File: src/rtl/seq_multiply_n_if.sv
// Nios II multicycle custom-instruction bus for the seq_multiply_n block.
// The master drives operands and handshake; the slave (multiplier) returns done/result.
interface seq_multiply_n_if #(
  parameter int WIDTH = 32
);
  logic             clk_en;
  logic             start;
  logic [1:0]       n;
  logic [WIDTH-1:0] dataa;
  logic [WIDTH-1:0] datab;
  logic             done;
  logic [WIDTH-1:0] result;

  modport master (
    output clk_en, start, n, dataa, datab,
    input  done, result
  );

  modport slave (
    input  clk_en, start, n, dataa, datab,
    output done, result
  );
endinterface

File: src/rtl/seq_multiply_n.sv
// Parametrised multicycle shift-add multiplier for a Nios II custom-instruction slot.
// n[1] selects signed mode (operate on magnitudes, negate at the end),
// n[0] selects the high word of the 2*WIDTH product.
// With EARLY_EXIT set, RUN stops once the remaining multiplier bits are all zero.
module seq_multiply_n #(
  parameter int WIDTH      = 32,
  parameter bit EARLY_EXIT = 1'b0
) (
  input  logic               clk,
  input  logic               reset,
  seq_multiply_n_if.slave    bus
);

  localparam int CW = $clog2(WIDTH + 1);

  typedef enum logic [1:0] {
    S_IDLE = 2'd0,
    S_RUN  = 2'd1,
    S_FIX  = 2'd2,
    S_DONE = 2'd3
  } state_t;

  state_t               state_q, state_d;
  logic [2*WIDTH-1:0]   acc_q, acc_d;
  logic [2*WIDTH-1:0]   mcand_q, mcand_d;
  logic [WIDTH-1:0]     mplier_q, mplier_d;
  logic [WIDTH-1:0]     result_q, result_d;
  logic [CW-1:0]        cnt_q, cnt_d;
  logic                 sign_q, sign_d;
  logic [1:0]           n_q, n_d;
  logic                 done_q, done_d;
  logic [WIDTH-1:0]     a_sel_s, b_sel_s;

  // Two's-complement magnitude; the most-negative value maps to 2^(WIDTH-1) as unsigned.
  function automatic logic [WIDTH-1:0] mag(input logic [WIDTH-1:0] x);
    if (x[WIDTH-1]) begin
      return ~x + {{(WIDTH-1){1'b0}}, 1'b1};
    end else begin
      return x;
    end
  endfunction

  // Next-state and datapath computation for all registers.
  always_comb begin
    state_d  = state_q;
    acc_d    = acc_q;
    mcand_d  = mcand_q;
    mplier_d = mplier_q;
    result_d = result_q;
    cnt_d    = cnt_q;
    sign_d   = sign_q;
    n_d      = n_q;
    done_d   = 1'b0;
    if (bus.n[1]) begin
      a_sel_s = mag(bus.dataa);
      b_sel_s = mag(bus.datab);
    end else begin
      a_sel_s = bus.dataa;
      b_sel_s = bus.datab;
    end

    case (state_q)
      S_IDLE: begin
        // A start coinciding with the done pulse is not taken.
        if (bus.start && !done_q) begin
          n_d      = bus.n;
          sign_d   = bus.n[1] & (bus.dataa[WIDTH-1] ^ bus.datab[WIDTH-1]);
          mcand_d  = {{WIDTH{1'b0}}, a_sel_s};
          mplier_d = b_sel_s;
          acc_d    = {(2*WIDTH){1'b0}};
          cnt_d    = CW'(WIDTH);
          state_d  = S_RUN;
        end else begin
          state_d  = S_IDLE;
        end
      end
      S_RUN: begin
        // Add and shift in the same cycle.
        if (mplier_q[0]) begin
          acc_d = acc_q + mcand_q;
        end else begin
          acc_d = acc_q;
        end
        mplier_d = mplier_q >> 1;
        mcand_d  = mcand_q << 1;
        cnt_d    = cnt_q - {{(CW-1){1'b0}}, 1'b1};
        if ((cnt_d == {CW{1'b0}}) || (EARLY_EXIT && (mplier_d == {WIDTH{1'b0}}))) begin
          state_d = S_FIX;
        end else begin
          state_d = S_RUN;
        end
      end
      S_FIX: begin
        if (sign_q) begin
          acc_d = ~acc_q + {{(2*WIDTH-1){1'b0}}, 1'b1};
        end else begin
          acc_d = acc_q;
        end
        state_d = S_DONE;
      end
      S_DONE: begin
        if (n_q[0]) begin
          result_d = acc_q[2*WIDTH-1:WIDTH];
        end else begin
          result_d = acc_q[WIDTH-1:0];
        end
        done_d  = 1'b1;
        state_d = S_IDLE;
      end
      default: begin
        state_d = S_IDLE;
      end
    endcase
  end

  // State and datapath registers; clk_en low freezes everything.
  always_ff @(posedge clk or negedge reset) begin
    if (!reset) begin
      state_q  <= S_IDLE;
      acc_q    <= {(2*WIDTH){1'b0}};
      mcand_q  <= {(2*WIDTH){1'b0}};
      mplier_q <= {WIDTH{1'b0}};
      result_q <= {WIDTH{1'b0}};
      cnt_q    <= {CW{1'b0}};
      sign_q   <= 1'b0;
      n_q      <= 2'b00;
      done_q   <= 1'b0;
    end else if (bus.clk_en) begin
      state_q  <= state_d;
      acc_q    <= acc_d;
      mcand_q  <= mcand_d;
      mplier_q <= mplier_d;
      result_q <= result_d;
      cnt_q    <= cnt_d;
      sign_q   <= sign_d;
      n_q      <= n_d;
      done_q   <= done_d;
    end
  end

  assign bus.done   = done_q;
  assign bus.result = result_q;

endmodule

File: src/flat_wrapper.sv
// flat-port wrapper written by rule: the top's interface ports become plain ports
module seq_multiply_n_flat 
#(
  parameter int WIDTH      = 32,
  parameter bit EARLY_EXIT = 1'b0
)
  (clk, reset, bus_clk_en, bus_start, bus_n, bus_dataa, bus_datab, bus_done, bus_result);
  seq_multiply_n_if #(.WIDTH(WIDTH)) bus_i ();
  input  logic clk;
  input  logic reset;
  input wire logic [$bits(bus_i.clk_en)-1:0] bus_clk_en;
  input wire logic [$bits(bus_i.start)-1:0] bus_start;
  input wire logic [$bits(bus_i.n)-1:0] bus_n;
  input wire logic [$bits(bus_i.dataa)-1:0] bus_dataa;
  input wire logic [$bits(bus_i.datab)-1:0] bus_datab;
  output wire logic [$bits(bus_i.done)-1:0] bus_done;
  output wire logic [$bits(bus_i.result)-1:0] bus_result;
  assign bus_i.clk_en = bus_clk_en;
  assign bus_i.start = bus_start;
  assign bus_i.n = bus_n;
  assign bus_i.dataa = bus_dataa;
  assign bus_i.datab = bus_datab;
  assign bus_done = bus_i.done;
  assign bus_result = bus_i.result;
  seq_multiply_n #(.WIDTH(WIDTH), .EARLY_EXIT(EARLY_EXIT)) u_core (.clk(clk), .reset(reset), .bus(bus_i));
endmodule
File: config.mk
export PLATFORM = sky130hd
export DESIGN_NAME = seq_multiply_n_flat
export DESIGN_NICKNAME = d
export VERILOG_FILES = /design/src/rtl/seq_multiply_n_if.sv /design/src/rtl/seq_multiply_n.sv /design/src/flat_wrapper.sv
export SDC_FILE = /design/constraint.sdc
export NUM_CORES = 1
export LEC_CHECK = 0
export CAP_MARGIN = 20
export CELL_PAD_IN_SITES_DETAIL_PLACEMENT = 1
export CELL_PAD_IN_SITES_GLOBAL_PLACEMENT = 2
export CORE_MARGIN = 2
export CORE_UTILIZATION = 26
export CTS_BUF_LIST = sky130_fd_sc_hd__clkbuf_4 sky130_fd_sc_hd__clkbuf_8
export DETAILED_ROUTE_END_ITERATION = 7
export PLACE_DENSITY = 0.68
export RECOVER_POWER = 100
export SLEW_MARGIN = 20
export SYNTH_ARGS = -nofsm -noshare
export SYNTH_HDL_FRONTEND = slang
export SYNTH_SLANG_ARGS = --single-unit
File: constraint.sdc
create_clock -name clk -period 5.3 [get_ports clk]
set_input_delay 0.795 -clock clk [delete_from_list [all_inputs] [get_ports clk]]
set_output_delay 0.795 -clock clk [all_outputs]
set_load 0.02 [all_outputs]
# After elaboration in Yosys (flattened, before gate mapping)
# Index checks and enable logic that the tools add are counted.
# totals
ff_bits	203
word_cells	54
# op_classes
bitwise_logic	5
reduce_logical	10
n_addsub	5
mux	19
eq_ne	6
# ops
cell	n
$mux 64	4
$mux 32	6
$pmux 64 s3	1
$pmux 64 s2	1
$add 32x1->32 const B	2
$add 64x1->64 const B	1
$add 64x64->64	1
$not 32->32	2
$not 64->64	1
$pmux 32 s2	1
$pmux 6 s2	1
$pmux 2 s4	1
$logic_not 6->1	1
$mux 6	1
$ne 2x1->1 const B	3
$reduce_and 3->1	2
$sub 6x1->6 const B	1
$reduce_and 5->1	1
$eq 2x2->1 const B	2
$reduce_bool 3->1	1
$eq 2x1->1 const B	1
$logic_not 2->1	1
$mux 1	2
$mux 2	1
other kinds (6)	6

# Longest topological paths before layout
# Gate-level depths: netlist (run 1).
# logic_depth
depth_word	6
ltp_mapped	14
depth_no_buf	12

# Worst setup path before layout (run 1)
# No wires, ideal clock.
# synth_timing
path_type	register to register
start	register u_core.acc_q[27]
end	register u_core.acc_q[60]
path_buffers	2
synth_period_minus_slack_ps	3767
path_stages_with_launch	12
arrival_ps	3643
required_ps	5176
slack_ps	1533
cell_sequence	dfrtp_1 > or3_4 > or4_4 > or4_1 > buf_2 > or4_4 > or2_1 > clkbuf_2 > or4_4 > a22oi_1 > nand3_1 > a211o_1
# synth_via
elab_chain_len	4
# synth_lines
item	line_no	rtl
from (decl)	seq_multiply_n.sv:24	logic [2*WIDTH-1:0] acc_q, acc_d;
from (signal assigned)	seq_multiply_n.sv:120	acc_q <= {(2*WIDTH){1'b0}};
$not 64->64	seq_multiply_n.sv:95	acc_d = ~acc_q + {{(2*WIDTH-1){1'b0}}, 1'b1};
$add 64x1->64	seq_multiply_n.sv:95	
$mux 64	seq_multiply_n.sv:94	if (sign_q) begin
$pmux 64 s3 *	seq_multiply_n.sv:62	case (state_q)
# Every way passes the cells marked *; elsewhere a longest branch is shown, timed or not. The select of a mux whose other input is x is not followed.
# A chain may end at the register's enable or synchronous reset.

# Worst setup path in the final report (run 1)
# layout_timing
start	input bus_start
end	register u_core.acc_q[25]
# layout_via
elab_chain_len	3
# layout_lines
item	line_no	rtl
from (decl)	flat_wrapper.sv:12	input wire logic [$bits(bus_i.start)-1:0] bus_start;
$logic_and 1x1->1	seq_multiply_n.sv:65	if (bus.start && !done_q) begin
$ne 2x1->1 (no line)	--	
$reduce_and 5->1 (no line)	--	
# Every way passes these cells.

==> results of run 1 <==
cell usage after synthesis, drive strengths merged (4+ instances only):
| library cell | number |
|---|---|
| o21a | 8 |
| o221ai | 5 |
| a21o | 40 |
| a31oi | 6 |
| dfrtp | 203 |
| nand4 | 33 |
| a22oi | 12 |
| nor2 | 190 |
| nor3b | 5 |
| o41ai | 6 |
| o22ai | 8 |
| a211o | 8 |
| nand2 | 247 |
| nor2b | 6 |
| or2 | 10 |
| a221oi | 5 |
| a21boi | 7 |
| buf | 17 |
| a21oi | 225 |
| clkbuf | 106 |
| inv | 54 |
| o21bai | 23 |
| nand3 | 66 |
| o21ai | 213 |
| or3 | 39 |
| xor2 | 49 |
| o31ai | 19 |
| ha | 72 |
| nor3 | 63 |
| a41oi | 4 |
| mux2i | 41 |
| and2 | 9 |
| nor4 | 23 |
| o211ai | 8 |
| a211oi | 5 |
| xnor2 | 59 |
| a32oi | 12 |
| and3 | 15 |
| or4 | 17 |
| nand2b | 11 |
cells in the final DEF, fill, tap and decap left out, drive strengths merged, types with 12 or more instances in the layout:
cell             n
nand2          247
a21oi          225
o21ai          213
dfrtp          203
nor2           190
clkbuf          82
ha              72
nand3           66
clkdlybuf4s50   64
nor3            63
xnor2           59
inv             56
xor2            49
mux2i           41
a21o            40
or3             39
dlygate4sd3     37
nand4           33
o21bai          23
nor4            23
o31ai           19
or4             17
and3            15
buf             14
a22oi           12
a32oi           12
power by group:
part	switching (mW)	internal, mW	total [mW]
combinational	2.98	1.65	4.63
clock	0.763	1.09	1.86
sequential	0.589	2.02	2.60
final timing paths:
path	from	end	slack [ps]	cells past startpoint
min in group clk	u_core.mcand_q[41]$_DFFE_PN0P_	u_core.mcand_q[42]$_DFFE_PN0P_	470	2
min reg2reg	u_core.mcand_q[41]$_DFFE_PN0P_	u_core.mcand_q[42]$_DFFE_PN0P_	470	2
max	bus_start	u_core.acc_q[25]$_DFFE_PN0P_	860	8
max in group asynchronous	reset	u_core.mcand_q[36]$_DFFE_PN0P_	2050	2
min	reset	u_core.bus.result[1]$_DFFE_PN0P_	210	1
max reg2reg	u_core.state_q[0]$_DFFE_PN0P_	u_core.acc_q[25]$_DFFE_PN0P_	910	8
final cells by class:
type | count | area (um2)
antenna | 3 | 7.51
clock buffer | 70 | 882
clock inverter | 4 | 52.6
fill | 7012 | 39900
inverter | 54 | 203
multi-input combinational | 1599 | 9510
sequential | 203 | 5080
tap | 765 | 957
timing repair buffer | 127 | 1170
flip-flops by register name, summed over array words and instances, names as in the netlist, named ones only:
name,count
u_core.bus.result,32
u_core.state_q,1
u_core.cnt_q,6
u_core.n_q,1
u_core.acc_q,64
u_core.mcand_q,64
u_core.bus.done,1
u_core.sign_q,1
u_core.mplier_q,32
layer usage:
layer / track usage [%] / wire, um / vias to the layer above
met5: 0 / 41 / -
met4: 7.31 / 2030 / 8
met3: 3.37 / 2500 / 95
met2: 29.4 / 25000 / 269
met1: 25.7 / 27300 / 7369
li1: - / - / 7213
stage by stage:
stage / hold WS, ps / cell area, um2 / setup WS [ps]
floorplan: 439 / 15200 / 1530
global placement: 456 / 17000 / 798
detailed placement: 468 / 17000 / 811
CTS: 220 / 17900 / 1280
global route: 250 / 17900 / 527
finish: 208 / 17900 / 856
kinds of logic (layout without fill, tap and decap cells):
logic type                 count (synthesis)  after routing  share of synthesized area, %
other                                      0              3                             0
xor gates and xnor gates                 108            108                          6.21
DFF                                      203            203                          33.3
and+or+nand+nor                          742            742                          22.7
adders and majority gates                 73             73                          6.05
buffers and inverters                    177            255                          4.38
muxes                                     43             43                          2.84
AOI/OAI and AO/OA                        633            633                          24.5
==> flow_metrics.tcl, run 1 <==
set metrics [dict create \
    syn-instance-count 1979 \
    final_min_period_over_clock_period_pct 83.8 \
    antenna_violating_nets_remaining 0 \
    dpl.hpwl_mm 43.4 \
    numCtsBuffers 42 \
    die_y_um 246 \
    worst-path-max-fanout 37 \
    post_drt_wl_per_cell_um 20.1 \
    post_cts.resized_instances 0 \
    hold_violations 0 \
    grtUsageTotal_pct 18.8 \
    clock_tree.buffer_depth 3 \
    stdcell_count 2825 \
    grt_pass1_wl_mm 89.7 \
    drt_first_iter_violations 729 \
    yosysWarningCount 0 \
    post-layout-total-power_mw 9.09 \
    vias_per_cell 5.29 \
    clock_tree.root_cell "sky130_fd_sc_hd__clkbuf_8" \
    worstHoldPathType "input pin to asynchronous set/reset pin" \
    synth.cell_area_mm2 0.0152 \
    worst_slew_margin_rel_pct -87.5 \
    postSynth.asyncResetShare_pct 100 \
    clk_pin_slew_worst_paths_ps 60 \
    worstSkewPairLatency_ps 640 \
    cts_tree "done" \
    synth_cell_type_count 66 \
    layout_net_count 2170 \
    port_buffers 102 \
    failing_checks "capacitance limit, slew limit" \
    critical_path.slowest_cell "sky130_fd_sc_hd__clkbuf_1" \
    areaGrowthSynthToFinish_pct 17.3 \
    detailedRoute.firstPassIterationCount 4 \
    gp_congestion 0.891 \
    globalRouteOverflowTotal 0 \
    cts.repair_timing.setup_buffer_count 0 \
    syn_area_per_cell_um2 7.70 \
    ys_ff_latch 203 \
    maximum_capacitance_violations 7 \
    cpLargestDelayFamily "simple AND/OR/NAND/NOR gates" \
    critical_path.max_stage_delay_ps 1300 \
    ios 103 \
    yosysTopAreaCellShare_pct 33.3 \
    status "finished, violations left" \
    finalWirelength_mm 56.9 \
    number_of_global_route_vias_before_repair 15400 \
    critical_path_required_ps 5820 \
    antenna_violations_before_repair 6 \
    drive_gt1_share_pct 5.79 \
    cp_data_arrival_time_ps 4960 \
    post-route-util_pct 30.9 \
    post-route-drc-count 0 \
    cts_sinks 203 \
    cellLeakagePower_nw 7.87 \
    largest_net_degree_at_the_start_of_global_routing 99 \
    slew_violations 432 \
    unrepaired_setup_endpoints_after_global_routing "no" \
    timing.critical_path.buf_inv 2 \
    path_common_cell "sky130_fd_sc_hd__nand2_1" \
    synth-main-ff-cell "sky130_fd_sc_hd__dfrtp_1" \
    worst_setup_path_start_kind "input pin" \
    synth-seq-area-share_pct 33.3 \
    timing.critical_path.cells "clkdlybuf4s50_1, nor2b_1, nand2b_1, nand2_1, nor4_2, clkbuf_1, nand2_1, o22ai_1" \
    timing_worst_slew_pin_value_ps 2810 \
    synth_area_leader_cell "sky130_fd_sc_hd__dfrtp_1" \
    worstSetupEndpointType "flop" \
    min_period_ps 4440 \
    place.detailed.instances 2748 \
    cts-hold-fix-buffers 0 \
    h-tree-depth 2 \
    route.vias.total 15000 \
    core.rowCount 88 \
    finish_stage_setup_viols 0 \
    p_per_area_mw_per_mm2 509 \
    synth-edff-count 0 \
    path_class "input pin to flop" \
    timing.fmax_mhz 225 \
    tns_ps 0 \
    fp.coreArea_mm2 0.0578 \
    mappedNetlistNets 2122 \
    final.setup_skew_ps 73.9 \
    ir_drop_uv 217 \
    full_die_area_mm2 0.0605 \
    floorplan.initialDensity_pct 26.4 \
    synth.area.top_cells "sky130_fd_sc_hd__dfrtp_1, sky130_fd_sc_hd__a21oi_1, sky130_fd_sc_hd__o21ai_0" \
    floorplan.die.width_um 246 \
]
(Power assumes the default switching activity.)
==> run 2: changes to the inputs <==
clock period = 4.52 ns   (was 5.3 ns; I/O delays follow)
==> flow_metrics.tcl, run 2 (synthesis results as in run 1) <==
set metrics [dict create \
    antenna_violating_nets_remaining 0 \
    setup_slack_reg_to_reg_ps 330 \
    drt_first_iter_violations 803 \
    h-tree-depth 2 \
    cp_data_arrival_time_ps 4700 \
    finalWirelength_mm 58.0 \
    final_critical_path_setup_slack_ps 332 \
    numCtsBuffers 44 \
    maximum_capacitance_violations 7 \
    post-route-drc-count 0 \
    hold_violations 0 \
    die_y_um 246 \
    crit_start "u_core.acc_q[21]$_DFFE_PN0P_" \
    dp_slack_ps 162 \
    path_common_cell "sky130_fd_sc_hd__or4_1" \
    gp_congestion 0.887 \
    min_period_ps 4190 \
    timing_worst_slew_pin_value_ps 2290 \
    dpl.hpwl_mm 44.4 \
    ios 103 \
    layout.cells.most_common_list "sky130_fd_sc_hd__nand2_1, sky130_fd_sc_hd__a21oi_1, sky130_fd_sc_hd__o21ai_0, sky130_fd_sc_hd__dfrtp_1, sky130_fd_sc_hd__nor2_1" \
    areaGrowthSynthToFinish_pct 17.9 \
    floorplan.initialDensity_pct 26.4 \
    status "finished, violations left" \
    cellLeakagePower_nw 7.94 \
    top_regs "u_core.acc_q x64, u_core.mcand_q x64" \
    ir_drop_uv 209 \
    final.setup_skew_ps 61.2 \
    post_cts.resized_instances 0 \
    worst-r2r-cell-count 9 \
    clock_tree.buffer_depth 3 \
    timing.fmax_mhz 239 \
    globalRouteOverflowTotal 0 \
    grt_pass1_wl_mm 92.8 \
    critical_path_required_ps 5030 \
    drive_gt1_share_pct 6.51 \
    layout_commonest_cell "sky130_fd_sc_hd__nand2_1" \
    r2r-end "u_core.acc_q[56]$_DFFE_PN0P_" \
    critical_path.max_stage_delay_ps 670 \
    grtUsageTotal_pct 19.5 \
    full_die_area_mm2 0.0605 \
    critical_path.slowest_cell "sky130_fd_sc_hd__or4_1" \
    final_min_period_over_clock_period_pct 92.6 \
    post_drt_wl_per_cell_um 20.4 \
    multiInputGateArea_mm2 0.00950 \
    detailedRoute.firstPassIterationCount 4 \
    worstSkewPairLatency_ps 640 \
    p_per_area_mw_per_mm2 603 \
    path_class "flop to flop" \
    cts.repair_timing.setup_buffer_count 0 \
    area.sequential_mm2 0.00508 \
    finish_stage_setup_viols 0 \
    clock_tree.root_cell "sky130_fd_sc_hd__clkbuf_8" \
    fill_cells 6973 \
    cts_tree "done" \
    unrepaired_setup_endpoints_after_global_routing "no" \
    slew_violations 398 \
    stdcell_count 2841 \
    worst_setup_path_start_kind "flop" \
    failing_checks "capacitance limit, slew limit" \
    place.detailed.instances 2762 \
    cts_sinks 203 \
    antenna_violations_before_repair 5 \
    worstSetupEndpointType "flop" \
    tns_ps 0 \
    worst-path-max-fanout 8 \
    route.vias.total 15100 \
    r2r_start "u_core.acc_q[21]$_DFFE_PN0P_" \
    worst_slew_margin_rel_pct -52.4 \
    number_of_global_route_vias_before_repair 15600 \
    worst_hold_slack_ps 13.2 \
    largest_net_degree_at_the_start_of_global_routing 81 \
    vias_per_cell 5.31 \
    core.rowCount 88 \
    timing.critical_path.cells "or4_4, or3_1, or4_1, or4_1, or4_1, nor4_1, nor3_1, a211o_1, a211o_1" \
    floorplan.die.width_um 246 \
    cts-hold-fix-buffers 0 \
    layout_net_count 2186 \
    fp.coreArea_mm2 0.0578 \
    worstHoldPathType "input pin to asynchronous set/reset pin" \
    port_buffers 102 \
    clk_pin_slew_worst_paths_ps 60 \
]
-- run 2: cell count changes in the layout (fill, tap and decap cells not counted), moves of 2 or more --
cell / delta
sky130_fd_sc_hd__diode_2: -2
sky130_fd_sc_hd__clkbuf_4: +5
sky130_fd_sc_hd__buf_4: +13
sky130_fd_sc_hd__clkbuf_8: -4
sky130_fd_sc_hd__clkinv_2: +3
-- run 2: report_power, final --
| part | switching [mW] | total, mW | internal [mW] |
|---|---|---|---|
| Clock | 0.931 | 2.19 | 1.26 |
| Sequential | 0.753 | 3.11 | 2.36 |
| Combinational | 3.52 | 5.53 | 2.01 |
| Total | 5.20 | 10.8 | 5.63 |
-- run 2: worst max-delay path by stage --
| stage | to | slack, ps | cells after the start |
|---|---|---|---|
| final | u_core.acc_q[56]$_DFFE_PN0P_ | 330 | 9 |
| after global routing | u_core.acc_q[53]$_DFFE_PN0P_ | 210 | 11 |
| after CTS | u_core.acc_q[60]$_DFFE_PN0P_ | 510 | 9 |
| after detailed placement | u_core.mplier_q[29]$_DFFE_PN0P_ | 160 | 11 |
| after global placement | u_core.mplier_q[29]$_DFFE_PN0P_ | 200 | 11 |
| after floorplan | u_core.acc_q[60]$_DFFE_PN0P_ | 750 | 11 |
-- run 2: critical path: cells and delay by family (launching register included) --
family / cells / cell delay [ps]
simple gates: 7 / 3110
compound gates: 2 / 500
flops: 1 / 450
-- run 2: per-stage QoR --
stage                     total power [mW]  instance area, um2  utilization, %
after floorplan                       6.60               15200               -
after global placement                8.60               17100            29.6
after detailed placement              8.68               17100            29.6
after CTS                             11.0               18000            31.2
after global routing                  11.7               18000            31.1
final                                 10.8               18000            31.1
-- run 2: per-layer routing --
metal	routed length, um	GRT usage [%]	up-vias	share of wire [%]
met4	1520	6.33	6	2.6
met2	25800	30.4	297	44
li1	-	-	7265	-
met1	28300	27.3	7453	49
met5	33	0	-	0.057
met3	2410	2.98	75	4.2
-- run 2: layout make-up --
| class | instances | area share (%) |
|---|---|---|
| clock inverters | 8 | 0.432 |
| multi-input cells | 1599 | 52.9 |
| clock buffers | 70 | 4.77 |
| well taps | 765 | 5.33 |
| flip-flops and latches | 203 | 28.3 |
| inverters | 54 | 1.13 |
| repair buffers | 141 | 7.13 |
| diodes | 1 | 0.0139 |
